### config.mk
export PLATFORM = sky130hd
export DESIGN_NAME = rtmc_core_flat
export DESIGN_NICKNAME = d
export VERILOG_FILES = /design/src/rtl/rtmc_core_if.sv /design/src/rtl/rtmc_core.sv /design/src/flat_wrapper.sv
export SDC_FILE = /design/constraint.sdc
export NUM_CORES = 1
export LEC_CHECK = 0
export BUFFER_PORTS_ARGS = -buffer_cell sky130_fd_sc_hd__clkbuf_2
export CAP_MARGIN = 15
export CORE_UTILIZATION = 36
export DETAILED_ROUTE_END_ITERATION = 8
export GPL_ROUTABILITY_DRIVEN = 0
export GPL_TIMING_DRIVEN = 1
export HOLD_SLACK_MARGIN = 0.08
export SYNTH_ARGS = -nofsm -noshare
export SYNTH_HDL_FRONTEND = slang
export SYNTH_SLANG_ARGS = --single-unit
### constraint.sdc
create_clock -name clk -period 2.7 [get_ports clk]
set_clock_uncertainty 0.1 [all_clocks]
set_input_delay 0.27 -clock clk [delete_from_list [all_inputs] [get_ports clk]]
set_output_delay 0.27 -clock clk [all_outputs]
set_load 0.005 [all_outputs]
### src/rtl/rtmc_core_if.sv
// SPI bus bundle for rtmc_core.
//   spi_cs   : chip select, active-low (master -> slave)
//   spi_sclk : serial clock, mode 0     (master -> slave)
//   spi_mosi : serial data, MSB first   (master -> slave)
//   spi_miso : serial data, MSB first   (slave -> master)
interface rtmc_core_if;
  logic spi_cs;
  logic spi_sclk;
  logic spi_mosi;
  logic spi_miso;

  modport master (output spi_cs, output spi_sclk, output spi_mosi, input spi_miso);
  modport slave  (input spi_cs, input spi_sclk, input spi_mosi, output spi_miso);
endinterface

### src/rtl/rtmc_core.sv
// rtmc_core: SPI-controlled register block driving GPIO and a stepper-style
// motor-control output with a one-hot phase sequencer.
//   clk, rst_n : system clock, asynchronous active-low reset
//   spi        : SPI slave (mode 0, 16-bit frames: R/W, 7-bit address, data)
//   gpi        : general-purpose inputs (synchronized, readable at 0x02)
//   gpo        : general-purpose outputs (register 0x01)
//   mc, mc_oe  : motor-control outputs and their per-bit drive enables
module rtmc_core #(
  parameter logic [7:0] ID_VALUE = 8'hA5
) (
  input  logic        clk,
  input  logic        rst_n,
  rtmc_core_if.slave  spi,
  input  logic [3:0]  gpi,
  output logic [3:0]  gpo,
  output logic [7:0]  mc,
  output logic [7:0]  mc_oe
);

  localparam logic [6:0] ADDR_ID       = 7'h00;
  localparam logic [6:0] ADDR_GPO      = 7'h01;
  localparam logic [6:0] ADDR_GPI      = 7'h02;
  localparam logic [6:0] ADDR_MC_OE    = 7'h03;
  localparam logic [6:0] ADDR_MC_OUT   = 7'h04;
  localparam logic [6:0] ADDR_CTRL     = 7'h05;
  localparam logic [6:0] ADDR_STEP_DIV = 7'h06;
  localparam logic [6:0] ADDR_STEP_POS = 7'h07;

  // Synchronizers
  logic [1:0]  cs_sync_q,   cs_sync_d;
  logic [1:0]  sclk_sync_q, sclk_sync_d;
  logic [1:0]  mosi_sync_q, mosi_sync_d;
  logic [3:0]  gpi_meta_q,  gpi_meta_d;
  logic [3:0]  gpi_s_q,     gpi_s_d;
  // SPI frame state
  logic        sclk_prev_q, sclk_prev_d;
  logic        armed_q,     armed_d;
  logic [4:0]  bit_cnt_q,   bit_cnt_d;
  logic [15:0] shift_q,     shift_d;
  logic        read_q,      read_d;
  logic [7:0]  tx_q,        tx_d;
  logic        miso_q,      miso_d;
  logic        commit_q,    commit_d;
  // Register file
  logic [3:0]  gpo_reg_q,   gpo_reg_d;
  logic [7:0]  mc_oe_reg_q, mc_oe_reg_d;
  logic [7:0]  mc_out_q,    mc_out_d;
  logic [1:0]  ctrl_q,      ctrl_d;      // bit0 step_en, bit1 dir
  logic [7:0]  step_div_q,  step_div_d;
  logic [7:0]  step_pos_q,  step_pos_d;
  // Step sequencer
  logic [3:0]  phase_q,     phase_d;
  logic [11:0] presc_q,     presc_d;
  // Registered outputs
  logic [3:0]  gpo_q,       gpo_d;
  logic [7:0]  mc_oe_q,     mc_oe_d;

  logic       cs_s, sclk_s, mosi_s, sclk_rise, sclk_fall;
  logic [6:0] rd_addr;
  logic [7:0] rd_data;

  assign cs_s      = cs_sync_q[1];
  assign sclk_s    = sclk_sync_q[1];
  assign mosi_s    = mosi_sync_q[1];
  assign sclk_rise = sclk_s & ~sclk_prev_q;
  assign sclk_fall = ~sclk_s & sclk_prev_q;

  // Address as it stands once the 8th bit is shifted in (shift_q holds bits 0..6).
  assign rd_addr = {shift_q[5:0], mosi_s};

  always_comb begin
    unique case (rd_addr)
      ADDR_ID:       rd_data = ID_VALUE;
      ADDR_GPO:      rd_data = {4'b0, gpo_reg_q};
      ADDR_GPI:      rd_data = {4'b0, gpi_s_q};
      ADDR_MC_OE:    rd_data = mc_oe_reg_q;
      ADDR_MC_OUT:   rd_data = mc_out_q;
      ADDR_CTRL:     rd_data = {6'b0, ctrl_q};
      ADDR_STEP_DIV: rd_data = step_div_q;
      ADDR_STEP_POS: rd_data = step_pos_q;
      default:       rd_data = 8'h00;
    endcase
  end

  always_comb begin
    // NOTE: every _d starts as its _q so no path through this block leaves a
    // variable unassigned; that is what keeps it free of inferred latches.
    cs_sync_d   = {cs_sync_q[0], spi.spi_cs};
    sclk_sync_d = {sclk_sync_q[0], spi.spi_sclk};
    mosi_sync_d = {mosi_sync_q[0], spi.spi_mosi};
    gpi_meta_d  = gpi;
    gpi_s_d     = gpi_meta_q;
    sclk_prev_d = sclk_s;
    armed_d     = armed_q;
    bit_cnt_d   = bit_cnt_q;
    shift_d     = shift_q;
    read_d      = read_q;
    tx_d        = tx_q;
    miso_d      = miso_q;
    commit_d    = 1'b0;
    gpo_reg_d   = gpo_reg_q;
    mc_oe_reg_d = mc_oe_reg_q;
    mc_out_d    = mc_out_q;
    ctrl_d      = ctrl_q;
    step_div_d  = step_div_q;
    step_pos_d  = step_pos_q;
    phase_d     = phase_q;
    presc_d     = presc_q;
    gpo_d       = gpo_reg_q;
    mc_oe_d     = mc_oe_reg_q;

    // Frames are only accepted after cs has been seen high since reset, so a
    // frame interrupted by reset is ignored until the master re-selects.
    if (cs_s) begin
      armed_d   = 1'b1;
      bit_cnt_d = '0;
      read_d    = 1'b0;
      miso_d    = 1'b0;
    end else if (armed_q) begin
      if (sclk_rise && bit_cnt_q < 5'd16) begin
        shift_d   = {shift_q[14:0], mosi_s};
        bit_cnt_d = bit_cnt_q + 5'd1;
        if (bit_cnt_q == 5'd7) begin
          read_d = shift_q[6];
          tx_d   = rd_data;
        end
        if (bit_cnt_q == 5'd15) begin
          commit_d = 1'b1;
          read_d   = 1'b0;
          miso_d   = 1'b0;
        end
      end
      if (sclk_fall && read_q && bit_cnt_q >= 5'd8 && bit_cnt_q <= 5'd15) begin
        miso_d = tx_q[7];
        tx_d   = {tx_q[6:0], 1'b0};
      end
    end

    // Step sequencer: one step when the prescaler reaches (STEP_DIV+1)*16-1.
    if (!ctrl_q[0]) begin
      presc_d = '0;
    end else if (presc_q == {step_div_q, 4'hF}) begin
      presc_d = '0;
      if (ctrl_q[1]) begin
        phase_d    = {phase_q[0], phase_q[3:1]};
        step_pos_d = step_pos_q - 8'd1;
      end else begin
        phase_d    = {phase_q[2:0], phase_q[3]};
        step_pos_d = step_pos_q + 8'd1;
      end
    end else begin
      presc_d = presc_q + 12'd1;
    end

    // Write commit one cycle after the 16th bit; the frame stays in shift_q
    // because bits past 16 are not shifted.
    if (commit_q && !shift_q[15]) begin
      unique case (shift_q[14:8])
        ADDR_GPO:      gpo_reg_d   = shift_q[3:0];
        ADDR_MC_OE:    mc_oe_reg_d = shift_q[7:0];
        ADDR_MC_OUT:   mc_out_d    = shift_q[7:0];
        ADDR_CTRL:     ctrl_d      = shift_q[1:0];
        ADDR_STEP_DIV: begin
          step_div_d = shift_q[7:0];
          presc_d    = '0;
        end
        default: ;
      endcase
    end
  end

  always_ff @(posedge clk or negedge rst_n) begin
    if (!rst_n) begin
      // cs synchronizer resets to "selected" so armed_q only sets once the
      // pin is genuinely seen high after reset.
      cs_sync_q   <= '0;
      sclk_sync_q <= '0;
      mosi_sync_q <= '0;
      gpi_meta_q  <= '0;
      gpi_s_q     <= '0;
      sclk_prev_q <= 1'b0;
      armed_q     <= 1'b0;
      bit_cnt_q   <= '0;
      shift_q     <= '0;
      read_q      <= 1'b0;
      tx_q        <= '0;
      miso_q      <= 1'b0;
      commit_q    <= 1'b0;
      gpo_reg_q   <= '0;
      mc_oe_reg_q <= '0;
      mc_out_q    <= '0;
      ctrl_q      <= '0;
      step_div_q  <= 8'hFF;
      step_pos_q  <= '0;
      phase_q     <= 4'b0001;
      presc_q     <= '0;
      gpo_q       <= '0;
      mc_oe_q     <= '0;
    end else begin
      // NOTE: non-blocking assignments so every flop samples pre-edge values,
      // independent of statement order.
      cs_sync_q   <= cs_sync_d;
      sclk_sync_q <= sclk_sync_d;
      mosi_sync_q <= mosi_sync_d;
      gpi_meta_q  <= gpi_meta_d;
      gpi_s_q     <= gpi_s_d;
      sclk_prev_q <= sclk_prev_d;
      armed_q     <= armed_d;
      bit_cnt_q   <= bit_cnt_d;
      shift_q     <= shift_d;
      read_q      <= read_d;
      tx_q        <= tx_d;
      miso_q      <= miso_d;
      commit_q    <= commit_d;
      gpo_reg_q   <= gpo_reg_d;
      mc_oe_reg_q <= mc_oe_reg_d;
      mc_out_q    <= mc_out_d;
      ctrl_q      <= ctrl_d;
      step_div_q  <= step_div_d;
      step_pos_q  <= step_pos_d;
      phase_q     <= phase_d;
      presc_q     <= presc_d;
      gpo_q       <= gpo_d;
      mc_oe_q     <= mc_oe_d;
    end
  end

  assign gpo          = gpo_q;
  assign mc_oe        = mc_oe_q;
  assign mc           = ctrl_q[0] ? {mc_out_q[7:4], phase_q} : mc_out_q;
  assign spi.spi_miso = miso_q;

endmodule

### src/flat_wrapper.sv
// flat-port wrapper written by rule: the top's interface ports become plain ports
module rtmc_core_flat 
#(
  parameter logic [7:0] ID_VALUE = 8'hA5
)
  (clk, rst_n, gpi, gpo, mc, mc_oe, spi_spi_cs, spi_spi_sclk, spi_spi_mosi, spi_spi_miso);
  rtmc_core_if spi_i ();
  input  logic clk;
  input  logic rst_n;
  input  logic [3:0] gpi;
  output logic [3:0] gpo;
  output logic [7:0] mc;
  output logic [7:0] mc_oe;
  input wire logic [$bits(spi_i.spi_cs)-1:0] spi_spi_cs;
  input wire logic [$bits(spi_i.spi_sclk)-1:0] spi_spi_sclk;
  input wire logic [$bits(spi_i.spi_mosi)-1:0] spi_spi_mosi;
  output wire logic [$bits(spi_i.spi_miso)-1:0] spi_spi_miso;
  assign spi_i.spi_cs = spi_spi_cs;
  assign spi_i.spi_sclk = spi_spi_sclk;
  assign spi_i.spi_mosi = spi_spi_mosi;
  assign spi_spi_miso = spi_i.spi_miso;
  rtmc_core #(.ID_VALUE(ID_VALUE)) u_core (.clk(clk), .rst_n(rst_n), .spi(spi_i), .gpi(gpi), .gpo(gpo), .mc(mc), .mc_oe(mc_oe));
endmodule
==> run metrics <==
Crit path arrival time between 2000 and 3000 ps; CTS tree done; clock network fraction of total power between 50% and 60%; hold_ws 240.5 ps; Cells after Synth 421; Yosys Warn Count 0; most frequent cell after synthesis dfrtp_1; Critical path buffers and inverters 0; ranking of synthesized cells by area dfrtp_1 51%, mux2_2 14%, dfstp_2 4.6%; vias per std cell roughly 5; critical path's largest stage delay around 400 ps; Longest Clk Path Bufs 2; H-tree Lvls 4; ANT nets after route 0; Switching Fraction 23.52%; vias in the first global route around 3500; final worst-path cycle share ~87%; syn_nets 440; Ant. Diodes 0; Lkg Pwr slightly below 3 nW; CTS buffer count 17; Slowest cell on crit path dfrtp_1; total number of vias 3352; crit path max fanout 5; Initial Util about 37%; Crit. End Element flop; clock slew at reported path FFs 50 ps; sequential area share after synthesis 55.57%; Final Hold Fails 0; Unique masters post-synth 51; Max-slew headroom 60.83%; synthesized flop and latch total roughly 110; FILL cells 1259; PD cells 712.6 nW/um2; pin count of the biggest net entering global routing 73; Psw ~1.0 mW; final setup vio count 0; IO buf count 29; max-slew violation total from the final report 0; total of max-cap violations 0; asr flop ratio synth 100.0%; Clock Sinks 114; CP top delay family simple AND/OR/NAND/NOR gates; Total Wirelength approximately 11000 um; Post-synth EDFFs 0; status finished, final reports clean; Netlist Area Pre-Place slightly above 5000 um2; clock latency on the worst-skew pair 420 ps; layout cell share with drive strength beyond 1 between 30% and 40%; commonest cells in the netlist 105 x dfrtp_1, 62 x mux2_2, 34 x nor2_1; total global routing overflow 0; most frequent CP cell ha_1; RSZ-0062 raised after global routing false; CP cell instances ha_1 > and3_1 > ha_1 > and4b_1 > or3_1 > a21boi_1 > mux2_2; GRT Util Overall around 16%; HP Class reg2reg; detailed router's first-iteration violation count around 190; Synth top area share about half; setup slack, reg-to-reg 340 ps; worst path required time 2900 ps; initial antenna violation count 0; Layout area overhead 20.51%; # DRC 0; drt first pass iters 4; internal power roughly 3.4 mW; min Tclk post-route around 2400 ps; Nets roughly 500; WS Path Type reg2reg; worst vdd ir 432.5 uV; Die ar. ~15000 um2; WL/cell between 15 and 20 um; Cell Rows 43; CTS root buffer clkbuf_16; die span in x ~120 um; I/O pins 30; Core ar. approximately 14000 um2; dominant cell type by area after synthesis dfrtp_1; prevailing post-synth register cell dfrtp_1; Slew @ Worst Pin 587.6 ps; type of origin of the critical path flop; first-pass GRT wire length approximately 18000 um; Seq pwr share between 40% and 50%; syn avg cell area roughly 12 um2; setup TNS 0 ps; combinational share of power under 10%; hpwl dp between 7000 and 8000 um; max frequency roughly 420 MHz; Die Y between 100 and 150 um; post-CTS sizing 0
[routing by layer]
layer	share of wire, %	GRT usage [%]	vias up
li1	-	-	1594
met1	49	21.32	1698
met2	46	24.68	40
met3	2.6	4.541	20
met4	1.8	7.407	0
met5	0	0	-
[power groups by stage]
stage	Sequential, mW	Clock [mW]	Combinational [mW]
after floorplan	1.86	0	0.187
after global placement	1.93	0	0.250
after detailed placement	1.93	0	0.253
after CTS	1.90	2.30	0.265
after global routing	1.91	2.38	0.290
final	1.90	2.27	0.261
[path summary, 6_finish.rpt]
path                                     start              endpoint  depth (start not counted)
max                        u_core.bit_cnt_q[0]        u_core.tx_q[0]                          7
min                        u_core.cs_sync_q[0]   u_core.cs_sync_q[1]                          0
max reg2reg                u_core.bit_cnt_q[0]        u_core.tx_q[0]                          7
min reg2reg                u_core.cs_sync_q[0]   u_core.cs_sync_q[1]                          0
max in group asynchronous                rst_n  u_core.step_div_q[4]                          3
min in group asynchronous                rst_n        u_core.tx_q[0]                          2
[through the flow]
stage	area (um2)	power [mW]	util (%)	setup slack [ps]	cells
after floorplan	5154	2.044	-	439.9	421
after global placement	5535	2.176	39.72	447.4	622
after detailed placement	5535	2.181	39.72	335.4	622
after CTS	6211	4.467	44.57	341.4	662
after global routing	6211	4.584	44.57	167.5	662
final	6211	4.426	44.57	344.0	662
[area by class of cell]
| class | count | area (um2) | share of cell area, % |
|---|---|---|---|
| clock inverter | 11 | 135.1 | 2.176 |
| timing repair buffer | 50 | 337.8 | 5.439 |
| clock buffer | 21 | 460.4 | 7.413 |
| multi-input combinational | 276 | 2151 | 34.63 |
| tap | 180 | 225.2 | 3.626 |
| inverter | 10 | 37.54 | 0.6044 |
| sequential | 114 | 2864 | 46.11 |
[layout by cell type (no fill, tap or decap), types with 9 or more instances in the layout]
cell	netlist	final
clkbuf_16	0	17
and3_1	10	10
mux2_2	62	62
nor2_1	34	34
xnor2_1	10	10
xor2_1	16	16
dfrtp_1	105	105
o21ai_0	13	13
nand3_1	11	11
mux2i_1	11	11
clkbuf_2	0	28
a21oi_1	12	12
buf_4	4	13
inv_1	10	10
nand2_1	20	20
ha_1	9	9
dfstp_2	9	9
[repair_timing]
item,4_1_cts,5_1_grt
hold buffers,8,0
hold endpoints to repair,49,0
setup buffers,0,0
[registers in the layout (all words and copies together), names as in the netlist, 4 cells and up]
name	cells
u_core.bit_cnt_q	5
u_core.gpi_meta_q	4
u_core.gpi_s_q	4
u_core.gpo	4
u_core.gpo_d	4
u_core.mc_oe	8
u_core.mc_oe_d	8
u_core.mc_out_q	8
u_core.phase_q	4
u_core.presc_q	12
u_core.shift_q	16
u_core.step_div_q	8
u_core.step_pos_q	8
u_core.tx_q	8
[cells by family after synthesis]
| kind of cell | count (synthesis) | share of synthesized area, % |
|---|---|---|
| AND/OR/NAND/NOR | 111 | 11.63 |
| multiplexers | 75 | 16.56 |
| buffers and inverters | 31 | 2.695 |
| XOR/XNOR | 26 | 4.418 |
| adder cells (fa/ha/maj) | 10 | 2.573 |
| flip-flops | 114 | 55.57 |
| AO/OA/AOI/OAI | 54 | 6.555 |
No activity file was read; power rests on OpenSTA's default activity.
